===== config.mk =====
export PLATFORM = sky130hd
export DESIGN_NAME = ex_mem_pipe
export DESIGN_NICKNAME = d
export VERILOG_FILES = /design/src/rtl/ex_mem_pipe.sv
export SDC_FILE = /design/constraint.sdc
export NUM_CORES = 1
export LEC_CHECK = 0
export ABC_CLOCK_PERIOD_IN_PS = 11790
export CAP_MARGIN = 20
export CORE_AREA = 2 2 153 110
export CTS_CLUSTER_SIZE = 10
export DETAILED_ROUTE_END_ITERATION = 16
export DIE_AREA = 0 0 155 112
export GPL_TIMING_DRIVEN = 0
export PLACE_DENSITY = 0.71
export SETUP_SLACK_MARGIN = 0.05
export SYNTH_ARGS = -nofsm -noshare
export SYNTH_HDL_FRONTEND = slang
export SYNTH_SLANG_ARGS = --single-unit

===== constraint.sdc =====
create_clock -name clk -period 11.79 [get_ports clk]
set_input_delay 3.537 -clock clk [delete_from_list [all_inputs] [get_ports clk]]
set_output_delay 3.537 -clock clk [all_outputs]
set_load 0.02 [all_outputs]

===== src/rtl/ex_mem_pipe.sv =====
// ex_mem_pipe
// Pipeline register between the execute stage and the memory stage. It is
// a 2-entry skid buffer: the main entry drives the outputs and the skid
// entry catches one more instruction while the memory stage is stalled.
// in_ready depends only on the registered state, so there is no
// combinational path from out_ready to in_ready.
//
// Ports:
//   clk, rst        rising-edge clock, asynchronous active-high reset
//   flush           synchronous kill of all held entries and of the input
//   in_valid/ready  execute-side handshake
//   in_data/addr/pc/jmp (DW), in_wreg (RW), in_ctrl (6) execute results
//   out_valid/ready memory-side handshake
//   out_data/addr/pc/jmp/wreg  registered copies of the main entry
//   out_ctrl        main entry control, forced to zero while out_valid=0
//   occupancy       number of entries held (0..2)
module ex_mem_pipe #(
  parameter int DW = 16,
  parameter int RW = 3
) (
  input  logic          clk,
  input  logic          rst,
  input  logic          flush,
  input  logic          in_valid,
  output logic          in_ready,
  input  logic [DW-1:0] in_data,
  input  logic [DW-1:0] in_addr,
  input  logic [DW-1:0] in_pc,
  input  logic [DW-1:0] in_jmp,
  input  logic [RW-1:0] in_wreg,
  input  logic [5:0]    in_ctrl,
  output logic          out_valid,
  input  logic          out_ready,
  output logic [DW-1:0] out_data,
  output logic [DW-1:0] out_addr,
  output logic [DW-1:0] out_pc,
  output logic [DW-1:0] out_jmp,
  output logic [RW-1:0] out_wreg,
  output logic [5:0]    out_ctrl,
  output logic [1:0]    occupancy
);

  // ctrl bit order: {wb, memwrt, brchcnd, alujmp, setrd, regsrc}
  typedef struct packed {
    logic [DW-1:0] data;
    logic [DW-1:0] addr;
    logic [DW-1:0] pc;
    logic [DW-1:0] jmp;
    logic [RW-1:0] wreg;
    logic [5:0]    ctrl;
  } entry_t;

  // The state encoding is the occupancy count itself.
  typedef enum logic [1:0] {
    EMPTY = 2'd0,
    ONE   = 2'd1,
    TWO   = 2'd2
  } state_t;

  state_t state_q, state_d;
  entry_t main_q, main_d;
  entry_t skid_q, skid_d;
  entry_t in_entry;
  logic   accept;
  logic   fire;

  assign in_entry = '{data: in_data, addr: in_addr, pc: in_pc, jmp: in_jmp,
                      wreg: in_wreg, ctrl: in_ctrl};

  assign in_ready  = (state_q != TWO);
  assign out_valid = (state_q != EMPTY);
  assign occupancy = state_q;

  // Flush must block capture even though in_ready may still read 1.
  assign accept = in_valid & in_ready & ~flush;
  assign fire   = out_valid & out_ready;

  always_comb begin
    state_d = state_q;
    main_d  = main_q;
    skid_d  = skid_q;
    if (flush) begin
      // Stored fields are left alone; they are don't-care once invalid.
      state_d = EMPTY;
    end else begin
      case (state_q)
        EMPTY: begin
          if (accept) begin
            main_d  = in_entry;
            state_d = ONE;
          end
        end
        ONE: begin
          if (accept && fire) begin
            main_d = in_entry;
          end else if (accept) begin
            skid_d  = in_entry;
            state_d = TWO;
          end else if (fire) begin
            state_d = EMPTY;
          end
        end
        TWO: begin
          // in_ready is low here, so only the drain case exists.
          if (fire) begin
            main_d  = skid_q;
            state_d = ONE;
          end
        end
        default: state_d = EMPTY;
      endcase
    end
  end

  always_ff @(posedge clk or posedge rst) begin
    if (rst) begin
      state_q <= EMPTY;
      main_q  <= '0;
      skid_q  <= '0;
    end else begin
      state_q <= state_d;
      main_q  <= main_d;
      skid_q  <= skid_d;
    end
  end

  assign out_data = main_q.data;
  assign out_addr = main_q.addr;
  assign out_pc   = main_q.pc;
  assign out_jmp  = main_q.jmp;
  assign out_wreg = main_q.wreg;
  // Bubbles carry zero control so memory never sees a stray write.
  assign out_ctrl = main_q.ctrl & {6{out_valid}};

endmodule

# == Word level (Yosys, flattened, before mapping) ==
# Cells that the tools add are included.
# classes
addsub,0
mul,0
div,0
order_cmp,0
n_eq_ne,10
shifts,0
mux,11
bitwise_logic,6
n_reduce_logical,7
# op_table
op,n
2-to-1 mux 73 bit,3
case mux 73 bit (3 select lines),1
2-to-1 mux 2 bit,6
"inequality test 3 bit, second input constant",3
"inequality test 2 bit, second input constant",4
AND reduction 4 bit,2
bitwise AND 6 bit,1
case mux 2 bit (3 select lines),1
AND reduction 5 bit,1
"inequality test 4 bit, second input constant",1
bitwise AND 1 bit,3
nonzero test 3 bit,1
"equality test 2 x 1 -> 1 bit, second input constant",1
"equality test 2 bit, second input constant",1
logical NOT 2 bit,1
NOT 1 bit,2
nonzero test 2 bit,1
logical AND 1 bit,1
# word_totals
regBits,148
latchBits,0
ram_bits,0
mem_bits_ro,0
input_bits,78
output_inout_bits,77
elab_cells,47
mem_count,0

# == Depth between registers and ports, before layout ==
# depth
depth_word,7
ltp_mapped,5
mapped_depth_nobuf,4

# == Worst setup path before layout ==
# Ideal clock, no wire load.
# synth_path
kind,input to register
start,input in_valid
end,register skid_q[0] in the netlist's numbering
arrival_ps,4665
required_ps,11665
path_slack_ps,7000
stages,5
n_path_buf,2
cell_sequence,nor2b_1 > nor3b_1 > buf_2 > buf_6 > mux2_2
# synth_via
elab_chain_cells,5
# synth_rtl
item,line,source
from (decl),24,"input logic in_valid,"
bitwise AND 1 bit * (2 in a row),75,assign accept = in_valid & in_ready & ~flush;
logical AND 1 bit,94,if (accept && fire) begin
NOT 1 bit (no source line),n/a,
AND reduction 4 bit (no source line) *,n/a,
to (signal assigned),123,skid_q <= skid_d;
to (decl),62,"entry_t skid_q, skid_d;"
# Mark *: on every way between the ends. The rest lies on a longest branch, timed or not.
# A chain may end at the register's enable or synchronous reset.

# == Final worst setup path ==
# layout_path
start,"register state_q[1], in the netlist occupancy[1]"
end,output in_ready
# layout_via
elab_chain_cells,1
# layout_rtl
item,line,source
from (decl),60,"state_t state_q, state_d;"
from (signal assigned),121,state_q <= state_d;
inequality test 2 bit,70,assign in_ready = (state_q != TWO);
to (decl),25,"output logic in_ready,"
# Every way passes these cells.

==> run_results.csv <==
group,metric,value,unit
run_status,outcome,"completed",
route,totalWireLength,14700,um
global_routing,overflow,0,
timing,clock_skew,11.5,ps
power,ir_drop,0.0927,mV
worst_setup_path,worstPathRequired,8250,ps
global_routing,antenna_found_initial,0,
clock_tree,cts_setup_buffers,0,
logic_synthesis,ys_warn_count,0,
layout,drive_gt1_share,49.8,%
timing,final.min_clock_period,5680,ps
worst_setup_path,crit_type,"register to primary output",
layout,num-fill-cells,1217,
floorplan,placeableCoreArea,0.0160,mm2
place,place_inst,840,
timing,tightest_slew,736,ps
global_routing,grt_pass1_wl,24500,um
layout,stdcell_count,869,
floorplan,chipHeight,112,um
floorplan,num_rows,39,
timing,post-route-period-util,48.2,%
clock_tree,cts-buffers-inserted,17,
logic_synthesis,synth_area,0.00701,mm2
place,gp_congestion,0.746,
logic_synthesis,synth_cells,480,
floorplan,start_util,43.9,%
global_routing,grt_usage,18.3,%
logic_synthesis,ys_seq_elements,148,
logic_synthesis,yosys.area.top_type,"dfrtp_1",
clock_tree,clkSinkCount,148,
worst_setup_path,worst_setup_path_start_kind,"register",
timing,relSlewSlack,51.0,%
route,drt-vias-per-instance,4.83,
route,vias,4193,
clock_tree,path_clk_slew,50,ps
clock_tree,cts_resized,0,
logic_synthesis,ys_types,20,
clock_tree,clk_latency,420,ps
timing,hold_violations,0,
clock_tree,htree_levels,4,
worst_setup_path,cp.arrival,2150,ps
clock_tree,clockBufferDepth,2,
route,wl_per_cell,16.9,um
worst_setup_path,crit_start,"occupancy[1]",
worst_setup_path,regToRegStartpoint,"occupancy[1]",
clock_tree,cts_root_buf,"clkbuf_16",
hold_path,hold_path.class,"register to register",
route,drt_iter0_markers,144,
floorplan,die_x,155,um
layout,areaGrowthSynthToFinish,34.4,%
worst_setup_path,cp_max_fo,10,
global_routing,grt_max_degree,81,
job,drv_cap,0,
logic_synthesis,synth_top_area_share,52.8,%
logic_synthesis,ys_seq_area_share,52.8,%
hold_path,min_from,"skid_q[42]",
layout,nNetsFinal,732,
route,drtPass1Iterations,4,
power,p_leak,4.05,nW
layout,diodes,0,
layout,multi_input_area,0.00260,mm2
clock_tree,ctsHoldBuffers,0,
clock_tree,cts_tree,"yes",
timing,clock.fmax,176,MHz
layout,fin_util,59.0,%
hold_path,holdPathStages,1,
logic_synthesis,yosys-top-cells-area,"dfrtp_1, mux2_2, buf_4, buf_6, mux2_1",
logic_synthesis,synth_area_per_cell,14.6,um2
place,dp_hpwl,10400,um
worst_setup_path,critPathCaptureType,"primary output",
worst_setup_path,reg2reg_depth,5,
place,portBuffers,154,
global_routing,grt_pass1_vias,4733,
power,p_per_area,179,mW/mm2
timing,rsz0062_at_grt,"false",
timing,slew_viol_final,0,
route,drc,0,
layout,layout.area.seq,0.00370,mm2
floorplan,dieArea,0.0174,mm2
power,finalPower,0.00169,W
floorplan,io-pin-count,155,
timing,setup_viol,0,
route,detail-route-antenna-nets,0,
timing,setup_tns,0,ps
logic_synthesis,synth_nets,558,
cell usage in the layout, fill, tap and decap left out, drive strengths merged:
cell type,Yosys,routed
clkbuf,2,26
clkdlybuf4s50,0,154
or2,1,1
clkinv,0,2
o21a,1,1
nand2b,2,2
inv,2,2
o22a,1,1
nor2b,7,7
nand3b,1,1
dfrtp,148,148
a21oi,2,2
nand2,2,2
nor3,1,1
bufinv,0,3
buf,88,89
mux2,219,219
nor3b,1,1
nor2,2,2
final timing paths:
path	endpoint	slack, ps
max	in_ready	6110
min	skid_q[42]	480
max reg2reg	skid_q[17]	9650
min reg2reg	skid_q[42]	480
max in group asynchronous	skid_q[25]	7360
min in group asynchronous	out_jmp[2]	3590
flip-flops by register name, indices dropped and copies added, names as in the netlist:
register   flops
out_wreg       3
skid_q        73
out_data      16
occupancy      2
out_pc        16
out_jmp       16
out_addr      16
main_q         6
critical path, stage by stage, from the launching register on:
cell and delay [ps]:
dfrtp_1 450, nand2b_1 130, clkbuf_1 440, clkdlybuf4s50_1 710
report_power, final:
part / total, W / internal [W] / leakage (nW) / switching, W
clock network: 0.000537 / 0.000346 / 0.286 / 0.000192
registers: 0.000698 / 0.000635 / 1.78 / 0.0000626
logic: 0.000455 / 0.000283 / 1.98 / 0.000172
layout make-up:
class / count / area share [%]
flip-flops and latches: 148 / 39.3
multi-input cells: 240 / 27.6
repair buffers: 155 / 16.7
plain buffers: 90 / 7.40
clock buffers: 24 / 5.11
well taps: 205 / 2.72
clock inverters: 5 / 1.06
inverters: 2 / 0.133
routing by layer:
layer  wire (um)  GRT usage [%]  part of all wire (%)
met4         143           5.99                  0.97
met3        1040           6.38                   7.1
met5           0              0                     0
met2        6890           29.2                    47
met1        6630           23.4                    45
logic make-up (layout without fill, tap and decap cells):
group,count (synthesis),after routing,synth area share (%)
AND/OR/NAND/NOR,17,17,1.39
multiplexers,219,219,35.2
buffers and inverters,92,276,10.1
flip-flops,148,148,52.8
AO/OA/AOI/OAI,4,4,0.536
metrics by stage:
stage / setup WS [ps] / hold slack (ps) / instance area [um2]
6_report: 6110 / 484 / 9420
5_1_grt: 5990 / 503 / 9420
3_5_place_dp: 5970 / 475 / 8840
3_3_place_gp: 2330 / 463 / 8810
2_1_floorplan: 4270 / 454 / 7010
4_1_cts: 6060 / 488 / 9420
synthesized netlist by cell type, drive strengths merged:
master,number
mux2,219
dfrtp,148
buf,88
nor2b,7
a21oi,2
clkbuf,2
inv,2
nand2,2
nand2b,2
nor2,2
nand3b,1
nor3,1
nor3b,1
o21a,1
o22a,1
or2,1
No activity file was read; power rests on OpenSTA's default activity.
